<file path="config.mk">
export PLATFORM = sky130hd
export DESIGN_NAME = rst_sequencer_flat
export DESIGN_NICKNAME = d
export VERILOG_FILES = /design/src/rtl/rst_sequencer_if.sv /design/src/rtl/rst_sequencer.sv /design/src/flat_wrapper.sv
export SDC_FILE = /design/constraint.sdc
export NUM_CORES = 1
export LEC_CHECK = 0
export ABC_AREA = 1
export CORE_MARGIN = 4
export CORE_UTILIZATION = 55
export CTS_BUF_LIST = sky130_fd_sc_hd__clkbuf_4
export DETAILED_ROUTE_END_ITERATION = 12
export PLACE_DENSITY = 0.78
export RECOVER_POWER = 25
export SKIP_LAST_GASP = 1
export SYNTH_ARGS = -nofsm -noshare
export SYNTH_HDL_FRONTEND = slang
export SYNTH_SLANG_ARGS = --single-unit
</file>
<file path="constraint.sdc">
create_clock -name clk -period 2.4 [get_ports clk]
set_input_delay 0.72 -clock clk [delete_from_list [all_inputs] [get_ports clk]]
set_output_delay 0.72 -clock clk [all_outputs]
set_load 0.02 [all_outputs]
</file>
<file path="src/rtl/rst_sequencer_if.sv">
// Handshake bundle between the reset sequencer and the blocks it controls:
// request/lock inputs in, per-domain resets, ready and last cause out.
interface rst_sequencer_if #(
  parameter int NUM_DOMAINS = 3
);
  logic                   sw_req_i;
  logic                   lock_i;
  logic [NUM_DOMAINS-1:0] rst_n_o;
  logic                   ready_o;
  logic [1:0]             cause_o;

  modport master (
    output sw_req_i, lock_i,
    input  rst_n_o, ready_o, cause_o
  );

  modport slave (
    input  sw_req_i, lock_i,
    output rst_n_o, ready_o, cause_o
  );
endinterface

</file>
<file path="src/rtl/rst_sequencer.sv">
// Master reset generator: hold, qualify clock lock, then release the domain
// resets one at a time in order, with software-request and lock-loss re-entry.
module rst_sequencer #(
  parameter int NUM_DOMAINS  = 3,
  parameter int HOLD_CYCLES  = 16,
  parameter int LOCK_CYCLES  = 4,
  parameter int STAGE_CYCLES = 4,
  parameter int CNT_W        = 8
) (
  input  logic            clk,
  input  logic            reset,
  rst_sequencer_if.slave  bus
);
  localparam logic [1:0] S_HOLD    = 2'd0;
  localparam logic [1:0] S_WAIT    = 2'd1;
  localparam logic [1:0] S_RELEASE = 2'd2;
  localparam logic [1:0] S_RUN     = 2'd3;

  localparam logic [1:0] CAUSE_EXT  = 2'd0;
  localparam logic [1:0] CAUSE_SW   = 2'd1;
  localparam logic [1:0] CAUSE_LOCK = 2'd2;

  localparam logic [CNT_W-1:0] HOLD_LAST  = CNT_W'(HOLD_CYCLES - 1);
  localparam logic [CNT_W-1:0] LOCK_LAST  = CNT_W'(LOCK_CYCLES - 1);
  localparam logic [CNT_W-1:0] STAGE_LAST = CNT_W'(STAGE_CYCLES - 1);
  localparam logic [NUM_DOMAINS-1:0] DOM0 = NUM_DOMAINS'(1);

  logic [1:0]             state_q, state_d;
  logic [CNT_W-1:0]       cnt_q, cnt_d;
  logic [NUM_DOMAINS-1:0] rst_n_q, rst_n_d;
  logic                   ready_q, ready_d;
  logic [1:0]             cause_q, cause_d;

  always_comb begin
    state_d = state_q;
    cnt_d   = cnt_q;
    rst_n_d = rst_n_q;
    ready_d = ready_q;
    cause_d = cause_q;

    case (state_q)
      S_HOLD: begin
        rst_n_d = '0;
        ready_d = 1'b0;
        if (cnt_q == HOLD_LAST) begin
          state_d = S_WAIT;
          cnt_d   = '0;
        end else begin
          cnt_d = cnt_q + 1'b1;
        end
      end
      S_WAIT: begin
        if (!bus.lock_i) begin
          cnt_d = '0;
        end else if (cnt_q == LOCK_LAST) begin
          state_d = S_RELEASE;
          rst_n_d = DOM0;
          cnt_d   = '0;
        end else begin
          cnt_d = cnt_q + 1'b1;
        end
      end
      S_RELEASE: begin
        // rst_n_q is a thermometer code; its top bit doubles as "last domain out"
        if (cnt_q == STAGE_LAST) begin
          cnt_d = '0;
          if (rst_n_q[NUM_DOMAINS-1]) begin
            ready_d = 1'b1;
            state_d = S_RUN;
          end else begin
            rst_n_d = (rst_n_q << 1) | DOM0;
          end
        end else begin
          cnt_d = cnt_q + 1'b1;
        end
      end
      default: ready_d = 1'b1;
    endcase

    if (bus.sw_req_i) begin
      state_d = S_HOLD;
      cnt_d   = '0;
      rst_n_d = '0;
      ready_d = 1'b0;
      cause_d = CAUSE_SW;
    end else if (!bus.lock_i && (state_q == S_RELEASE || state_q == S_RUN)) begin
      state_d = S_HOLD;
      cnt_d   = '0;
      rst_n_d = '0;
      ready_d = 1'b0;
      cause_d = CAUSE_LOCK;
    end
  end

  always_ff @(posedge clk) begin
    if (reset) begin
      state_q <= S_HOLD;
      cnt_q   <= '0;
      rst_n_q <= '0;
      ready_q <= 1'b0;
      cause_q <= CAUSE_EXT;
    end else begin
      state_q <= state_d;
      cnt_q   <= cnt_d;
      rst_n_q <= rst_n_d;
      ready_q <= ready_d;
      cause_q <= cause_d;
    end
  end

  assign bus.rst_n_o = rst_n_q;
  assign bus.ready_o = ready_q;
  assign bus.cause_o = cause_q;
endmodule

</file>
<file path="src/flat_wrapper.sv">
// flat-port wrapper written by rule: the top's interface ports become plain ports
module rst_sequencer_flat 
#(
  parameter int NUM_DOMAINS  = 3,
  parameter int HOLD_CYCLES  = 16,
  parameter int LOCK_CYCLES  = 4,
  parameter int STAGE_CYCLES = 4,
  parameter int CNT_W        = 8
)
  (clk, reset, bus_sw_req_i, bus_lock_i, bus_rst_n_o, bus_ready_o, bus_cause_o);
  rst_sequencer_if #(.NUM_DOMAINS(NUM_DOMAINS)) bus_i ();
  input  logic clk;
  input  logic reset;
  input wire logic [$bits(bus_i.sw_req_i)-1:0] bus_sw_req_i;
  input wire logic [$bits(bus_i.lock_i)-1:0] bus_lock_i;
  output wire logic [$bits(bus_i.rst_n_o)-1:0] bus_rst_n_o;
  output wire logic [$bits(bus_i.ready_o)-1:0] bus_ready_o;
  output wire logic [$bits(bus_i.cause_o)-1:0] bus_cause_o;
  assign bus_i.sw_req_i = bus_sw_req_i;
  assign bus_i.lock_i = bus_lock_i;
  assign bus_rst_n_o = bus_i.rst_n_o;
  assign bus_ready_o = bus_i.ready_o;
  assign bus_cause_o = bus_i.cause_o;
  rst_sequencer #(.NUM_DOMAINS(NUM_DOMAINS), .HOLD_CYCLES(HOLD_CYCLES), .LOCK_CYCLES(LOCK_CYCLES), .STAGE_CYCLES(STAGE_CYCLES), .CNT_W(CNT_W)) u_core (.clk(clk), .reset(reset), .bus(bus_i));
endmodule
</file>
# Yosys cells after proc, flatten, opt, wreduce, memory -nomap -nowiden
# Cells that the tools add are included.
# W data, S select, Z words.
# word_totals
wordCells	52
out_inout_bits	6
regBits	16
in_bits	4
# classes
n_reduce_logical	12
addsub	1
bitwise_logic	1
muxes	20
n_eq_ne	11
# ops
op	count
$mux W8	3
$pmux W8 S3	1
$mux W3	4
$mux W2	5
$pmux W3 S3	1
$add A8 B1 Y8 const B	1
$eq A8 B2 Y1 const B	1
$eq A8 B4 Y1 const B	1
$ne A2 B1 Y1 const B	4
$pmux W2 S3	1
$reduce_and A6 Y1	1
$reduce_and A5 Y1	1
$eq A2 B2 Y1 const B	2
$mux W1	4
$ne A2 B2 Y1 const B	2
$reduce_and A4 Y1	1
$pmux W1 S3	1
$reduce_and A3 Y1	1
$reduce_bool A3 Y1	1
$reduce_or A3 Y1	1
$eq A2 B1 Y1 const B	1
$logic_not A2 Y1	1
$reduce_bool A2 Y1	1
$reduce_or A2 Y1	1
4 further kinds	4

# Longest topological paths before layout
# Gate-level depths: netlist (run 1).
# depth
word_depth	5
depth_mapped	10
mapped_depth_nobuf	10

# Worst setup path before layout (run 1)
# OpenSTA, ideal clock, no wires.
# synth_timing
kind	input port to flip-flop
start	input port bus_sw_req_i
end	register u_core.cnt_q[2]
path_buffers	0
arrival_ns	1.491
stages	6
setup_slack_ns	0.852
setup_time_ns	0.057
required_ns	2.343
path_cell_list	or2_2 nor2_4 inv_2 nor3_1 o21ai_0 inv_1
# synth_via
elab_chain_cells	1
# synth_rtl
item	line_no	text
start, declared	flat_wrapper.sv:14	input wire logic [$bits(bus_i.sw_req_i)-1:0] bus_sw_req_i;
$reduce_or A3 Y1 (no line)	n/a	
end signal, assigned	rst_sequencer.sv:104	cnt_q <= cnt_d;
end, declared	rst_sequencer.sv:29	logic [CNT_W-1:0] cnt_q, cnt_d;
# Every way passes these cells.
# A chain may end at the register's enable or synchronous reset.

# Final worst setup path (run 1)
# layout_timing
start	input port bus_sw_req_i
end	register u_core.cnt_q[5]
# Same word-level chain as after synthesis.

==> metrics, run 1 <==
portion of total power attributed to combinational logic 5.2%; clock group share of total power 32.3%; internal portion of total power 0.337 mW; average size of a mapped cell 7.02 µm²; unrepaired setup endpoints after global routing no; clock latency of the later-clocked register in the worst-skew pair 0.29 ns; dominant register cell in the synthesized netlist dfxtp_1; Remaining Overflow, GRT 0; final RePlAce weighted congestion 0.926; CTS tree yes; largest stage delay on the critical path 0.42 ns; die span in x 49.4 µm; number of DRC violations after detailed-routing iteration 0 13; crit path time final 2.09 ns; cell repeated most along the worst path nor2_1; final net count 157; largest delay contributor family on the critical path simple AND/OR/NAND/NOR gates; Setup TNS 0 ns; Filler Cell Count 145; Bufs on Longest Clock Path 2; Switching Power 0.0947 mW; worst hold start u_core.bus.cause_o[1]; global-route usage over all layers 17.1%; sum of net half-perimeters after detailed placement 1430 µm; maximum fanout along the worst path 7; Hold Violations, Final 0; first element of the critical path bus_sw_req_i; number of endpoints failing setup at the final stage 0; clock tree sinks 16; CTS Buf Count 3; detailed-route via count 856; Worst EP required 2.61 ns; standard cell with the maximum stage delay on the critical path nor2_1; Yosys warning total 0; Vias per Instance 5.32; sequential share of power 62.5%; detailed-router iteration count before antenna repair 4; data arrival time of the critical path 2.31 ns; post-synth cell types 23; synthesized instance count 134; flip-flop and latch count after synthesis 16; first-pass GRT wire length 3280 µm; count of flip-flops with a built-in enable after synthesis 0; element type at the critical path start input pin; proportion of layout cells with a drive suffix above 1 10.3%; outcome finished clean; worst-case clock skew 0.00932 ns; max_cap viols 0; share of the yosys chip area belonging to registers 34.0%; area grow syn2layout 12.1%; floorplan die area 2440 µm²; Worst Setup End Kind flop; Pwr Density 409 nW/µm²; hold crit path type reg -> reg; maximum clock frequency 477 MHz; height of the die 49.4 µm; pin count of the biggest net entering global routing 10; Mapped Nets 144; standard-cell row count 14; Final Total Pwr 0.432 mW; Setup Slack @ Placement 0.290 ns; origin of the critical flop-to-flop path u_core.state_q[0]; worst setup margin 0.305 ns; Worst VDD drop 0.288 mV; Post-DRT Antenna Nets 0; Placeable Area 1560 µm²; total I/O pin count 10; via count of the first global-routing pass 828; cell area after synthesis 941 µm²; effective utilization at floorplan 60.4%; register clock-pin slew on the reported worst setup and hold paths 0.09 ns; count of pins over their slew limit 0; setup repair bufs after CTS 0; Routed Wire Length 1800 µm; number of antenna repair diodes 0; buffer and inverter count on the worst path 1; switching power share of the total 21.9%; final cell utilization of the core 67.7%; final worst-path cycle share 87.3%; number of gates resized after CTS 0; detailed-route wire length per cell 11.2 µm; Critical Path, Cell by Cell clkdlybuf4s50_1 -> or2_2 -> nor2_1 -> nand2_1 -> nor2_1; ys async rst share 0%; buffer type at the clock tree root clkbuf_4; Port-buffer cells 9; maximum level of the CTS H-tree 1; post-route worst hold slack 0.500 ns; residual DRC count 0; critical setup path kind in -> reg; Slew Limit Headroom 66.4%; transition time at the pin with the least slew margin 0.502 ns; antenna violations before repair 0; hold buffers post-CTS 0; static leakage 0.422 nW
-- layer usage --
metal | global-route usage [%] | vias to the layer above | part of all wire (%) | routed length (µm)
met5 | 0 | - | 0 | 0
met3 | 3.98 | 5 | 3.4 | 62
li1 | - | 449 | - | -
met1 | 20.3 | 388 | 50 | 907
met4 | 7.11 | 0 | 1.8 | 32
met2 | 29.2 | 14 | 44 | 801
-- cell families after synthesis --
logic type	Yosys count	share of synthesized area [%]
compound gates	15	9.04
xor+xnor	5	4.65
fa+ha+maj	6	7.98
buf+inv	18	7.31
flops	16	34.0
mux	1	1.06
simple gates	73	35.9
-- final timing paths --
kind | slack [ns] | end | cells after the start
max reg2reg | 0.37 | u_core.cnt_q[5] | 7
max | 0.31 | u_core.cnt_q[5] | 5
min | 0.50 | u_core.bus.cause_o[1] | 2
min reg2reg | 0.50 | u_core.bus.cause_o[1] | 2
-- synth_stat cells (all sizes together), types with 3 or more instances --
cell / instances / area share, %
nand3: 8 / 4.3
dfxtp: 16 / 34
ha: 6 / 8.0
o21ai: 8 / 4.7
nand4: 3 / 2.0
xor2: 4 / 3.7
a21oi: 6 / 3.6
nand2: 21 / 9.2
nor2: 37 / 18
nor3: 3 / 1.6
inv: 17 / 6.8
-- worst min-delay path, cell delays in order, from the launching register on --
cell	delay [ns]
dfxtp_1	0.32
nor2_1	0.10
nor2_1	0.05
-- flip-flops by register name, indices dropped and copies added, names as in the netlist --
name                flops
u_core.bus.cause_o      2
u_core.bus.ready_o      1
u_core.bus.rst_n_o      3
u_core.cnt_q            8
u_core.state_q          2
-- layout by cell type (no fill, tap or decap), types with 2 or more instances in the layout --
master           instances
dfxtp_1                 16
nor2_4                   2
clkdlybuf4s50_1          9
inv_1                   15
inv_2                    2
nand2_2                  2
o21ai_0                  5
nor2_1                  31
nand4_1                  3
nor2_2                   4
clkbuf_4                 3
nor3_1                   3
a21oi_1                  6
nand3_1                  8
nand2_1                 19
xor2_1                   4
o21ai_1                  2
ha_1                     6
-- through the flow --
stage               cell area [µm²]  cells
floorplan                       941    134
global placement               1050    158
detailed placement             1050    158
CTS                            1070    161
global route                   1050    161
finish                         1050    161
-- power by group through the flow --
stage	Combinational (mW)	Clock [mW]	Sequential [mW]
2_1_floorplan	0.0117	0	0.277
3_3_place_gp	0.0235	0	0.276
3_5_place_dp	0.0240	0	0.276
4_1_cts	0.0241	0.146	0.270
5_1_grt	0.0249	0.156	0.271
6_report	0.0223	0.140	0.270
-- final cells by class --
cell class	count	area (µm²)	share of cell area [%]
Clock buffer	3	22.5	2.14
Inverter	17	63.8	6.05
Multi-Input combinational cell	100	538	51.0
Tap cell	16	20.0	1.90
Sequential cell	16	320	30.4
Timing Repair Buffer	9	90.1	8.54
Note: power is estimated with default switching activity, not from simulation.
==> run 2, diff against run 1 <==
==> constraint.sdc (replaced) <==
create_clock -name clk -period 2.69 [get_ports clk]
set_input_delay 0.807 -clock clk [delete_from_list [all_inputs] [get_ports clk]]
set_output_delay 0.807 -clock clk [all_outputs]
set_load 0.02 [all_outputs]
==> results of run 2 <==
Same layout as run 1 (identical final DEF). Status: finished clean.
Among the figures that moved: setup slack after placement 0.290 ns -> 0.493 ns; setup slack after layout 0.305 ns -> 0.508 ns; register-to-register setup slack 0.37 ns -> 0.66 ns; total power 0.432 mW -> 0.385 mW; worst IR drop on VDD 0.288 mV -> 0.257 mV
==> run 3, diff against run 2 <==
--- a/config.mk
+++ b/config.mk
@@ -7,10 +7,10 @@
 export LEC_CHECK = 0
 export ABC_AREA = 1
 export CORE_MARGIN = 4
-export CORE_UTILIZATION = 55
+export CORE_UTILIZATION = 52
 export CTS_BUF_LIST = sky130_fd_sc_hd__clkbuf_4
 export DETAILED_ROUTE_END_ITERATION = 12
-export PLACE_DENSITY = 0.78
+export PLACE_DENSITY = 0.77
 export RECOVER_POWER = 25
 export SKIP_LAST_GASP = 1
 export SYNTH_ARGS = -nofsm -noshare
==> constraint.sdc (replaced) <==
create_clock -name clk -period 1.8 [get_ports clk]
set_input_delay 0.54 -clock clk [delete_from_list [all_inputs] [get_ports clk]]
set_output_delay 0.54 -clock clk [all_outputs]
set_load 0.02 [all_outputs]
==> run 3 against run 2 <==
Effect of this change:
- via count rose by 3.4%
- critical path depth rose by 4
- global-route usage rose by 0.72 points
- sequential share of layout area fell by 1.0 points
==> metrics, run 3 (synthesis results as in run 1) <==
origin of the critical flop-to-flop path u_core.state_q[0] (unchanged); CTS tree yes (unchanged); residual DRC count 0 (unchanged); die span in x 50.5 µm (was 49.4 µm); pin count of the biggest net entering global routing 10 (unchanged); Worst EP required 2.03 ns (was 2.90 ns); global-route usage over all layers 17.9% (was 17.1%); endpoint of the most critical register-to-register path u_core.cnt_q[2] (was u_core.cnt_q[5]); detailed-router iteration count before antenna repair 4 (unchanged); transition time at the pin with the least slew margin 0.265 ns (was 0.502 ns); final worst-path cycle share 89.8%; worst hold start u_core.bus.cause_o[1] (unchanged); Vias per Instance 5.06 (was 5.32); max_cap viols 0 (unchanged); number of antenna repair diodes 0 (unchanged); number of cells on the worst hold path 2 (unchanged); buffer type at the clock tree root clkbuf_4 (unchanged); most frequent standard cell in the layout excluding fill and tap cells nor2_1 (unchanged); worst-case clock skew 0.0105 ns (was 0.00932 ns); crit path time final 1.62 ns; max FFs per register 8 (unchanged); static leakage 0.449 nW (was 0.422 nW); Post-DRT Antenna Nets 0 (unchanged); detailed-route via count 885 (was 856); Placeable Area 1730 µm² (was 1560 µm²); Filler Cell Count 166 (was 145); first-pass GRT wire length 3540 µm (was 3280 µm); commonest cells after routing, fill and taps aside nor2_1, nand2_1, dfxtp_1 (unchanged); Setup TNS 0 ns (unchanged); number of DRC violations after detailed-routing iteration 0 21 (was 13); Port-buffer cells 9 (unchanged); Reg with most FFs u_core.cnt_q (unchanged); Register-to-Register Setup Slack 0.18 ns (was 0.66 ns); standard-cell row count 15 (was 14); worst min-delay path endpoint u_core.bus.cause_o[1] (unchanged); register clock-pin slew on the reported worst setup and hold paths 0.10 ns (was 0.09 ns); number of cells traversed by the worst register-to-register path 9 (was 7); Pwr Density 538 nW/µm² (was 365 nW/µm²); floorplan die area 2550 µm² (was 2440 µm²); setup repair bufs after CTS 0 (unchanged); Cell Count, Final, Fillers Out 175 (was 161); antenna violations before repair 0 (unchanged); CTS Buf Count 3 (unchanged); element type at the critical path start flop (was input pin); detailed-route wire length per cell 10.8 µm (was 11.2 µm); Final Total Pwr 0.587 mW (was 0.385 mW); post-route worst hold slack 0.491 ns (was 0.500 ns); critical setup path kind reg -> reg (was in -> reg); Routed Wire Length 1900 µm (was 1800 µm); hold buffers post-CTS 0 (unchanged); height of the die 50.5 µm (was 49.4 µm); maximum clock frequency 618 MHz; number of endpoints failing setup at the final stage 0 (unchanged); area grow syn2layout 16.0% (was 12.1%); count of pins over their slew limit 0 (unchanged); data arrival time of the critical path 1.85 ns (was 2.40 ns); cell count after placement 171 (was 158); final RePlAce weighted congestion 0.914 (was 0.926); Worst Setup End Kind flop (unchanged); maximum fanout along the worst path 5 (was 7); Hold Violations, Final 0 (unchanged); Slew Limit Headroom 82.4% (was 66.4%); final net count 161 (was 157); effective utilization at floorplan 54.5% (was 60.4%); sum of net half-perimeters after detailed placement 1530 µm (was 1430 µm); Bufs on Longest Clock Path 2 (unchanged); maximum level of the CTS H-tree 1 (unchanged); clock tree sinks 16 (unchanged); total I/O pin count 10 (unchanged); Remaining Overflow, GRT 0 (unchanged); via count of the first global-routing pass 890 (was 828); clock latency of the later-clocked register in the worst-skew pair 0.29 ns (about the same); proportion of layout cells with a drive suffix above 1 15.3% (was 10.3%); Worst VDD drop 0.354 mV (was 0.257 mV); outcome finished clean (unchanged); unrepaired setup endpoints after global routing no (unchanged); hold crit path type reg -> reg (unchanged)
## run 3: area by class of cell
type                    instances  area (µm²)  area share [%]
multi-input cells             100         552            50.6
flip-flops and latches         16         320            29.4
well taps                      25        31.3            2.87
clock buffers                   3        22.5            2.06
clock inverters                 1        3.75           0.344
inverters                      17        63.8            5.85
repair buffers                 13        97.6            8.94
## run 3: what timing repair did
action	in CTS	in global routing
endpoints found under the setup margin	3	3
gates resized for setup	3	3
gates cloned	0	0
## run 3: per-layer routing
metal	GRT usage, %	share of wire (%)	up-vias	wire (µm)
met1	20.7	48	399	903
li1	-	-	456	-
met5	0	0	-	0
met4	6.73	1.4	0	26
met3	6.23	5.9	5	111
met2	30.0	45	25	854
## run 3: worst max-delay path, cell delays in order (launching register included)
cell and delay (ns):
dfxtp_1 0.43, inv_1 0.09, ha_1 0.27, inv_1 0.18, a21oi_2 0.13, nor2_4 0.15, inv_2 0.05, nor3_1 0.10
o21ai_0 0.10, inv_1 0.05
## run 3: worst max path at each step
stage | start | endpoint | slack, ns | depth (start not counted)
CTS | u_core.bus.cause_o[1] | bus_cause_o[1] | 0.0007 | 1
global route | u_core.state_q[0] | u_core.cnt_q[2] | 0.02 | 9
global placement | bus_sw_req_i | u_core.cnt_q[2] | -0.02 | 7
detailed placement | bus_lock_i | u_core.bus.rst_n_o[0] | -0.05 | 8
finish | u_core.state_q[0] | u_core.cnt_q[2] | 0.18 | 9
floorplan | u_core.state_q[0] | u_core.cnt_q[2] | 0.40 | 9
## run 3: metrics by stage
step	area (µm²)	worst slack (ns)	utilization, %
3_5_place_dp	1090	-0.0501	63.0
4_1_cts	1110	0.000697	64.3
3_3_place_gp	1090	-0.0195	63.0
2_1_floorplan	941	0.401	-
5_1_grt	1090	0.0164	63.2
6_report	1090	0.183	63.2
## run 3: report_power, final
group / switching [mW] / internal, mW / leakage (nW) / total (mW)
Combinational: 0.0168 / 0.0172 / 0.304 / 0.0340
Sequential: 0.00270 / 0.357 / 0.129 / 0.360
Clock: 0.112 / 0.0805 / 0.0154 / 0.193
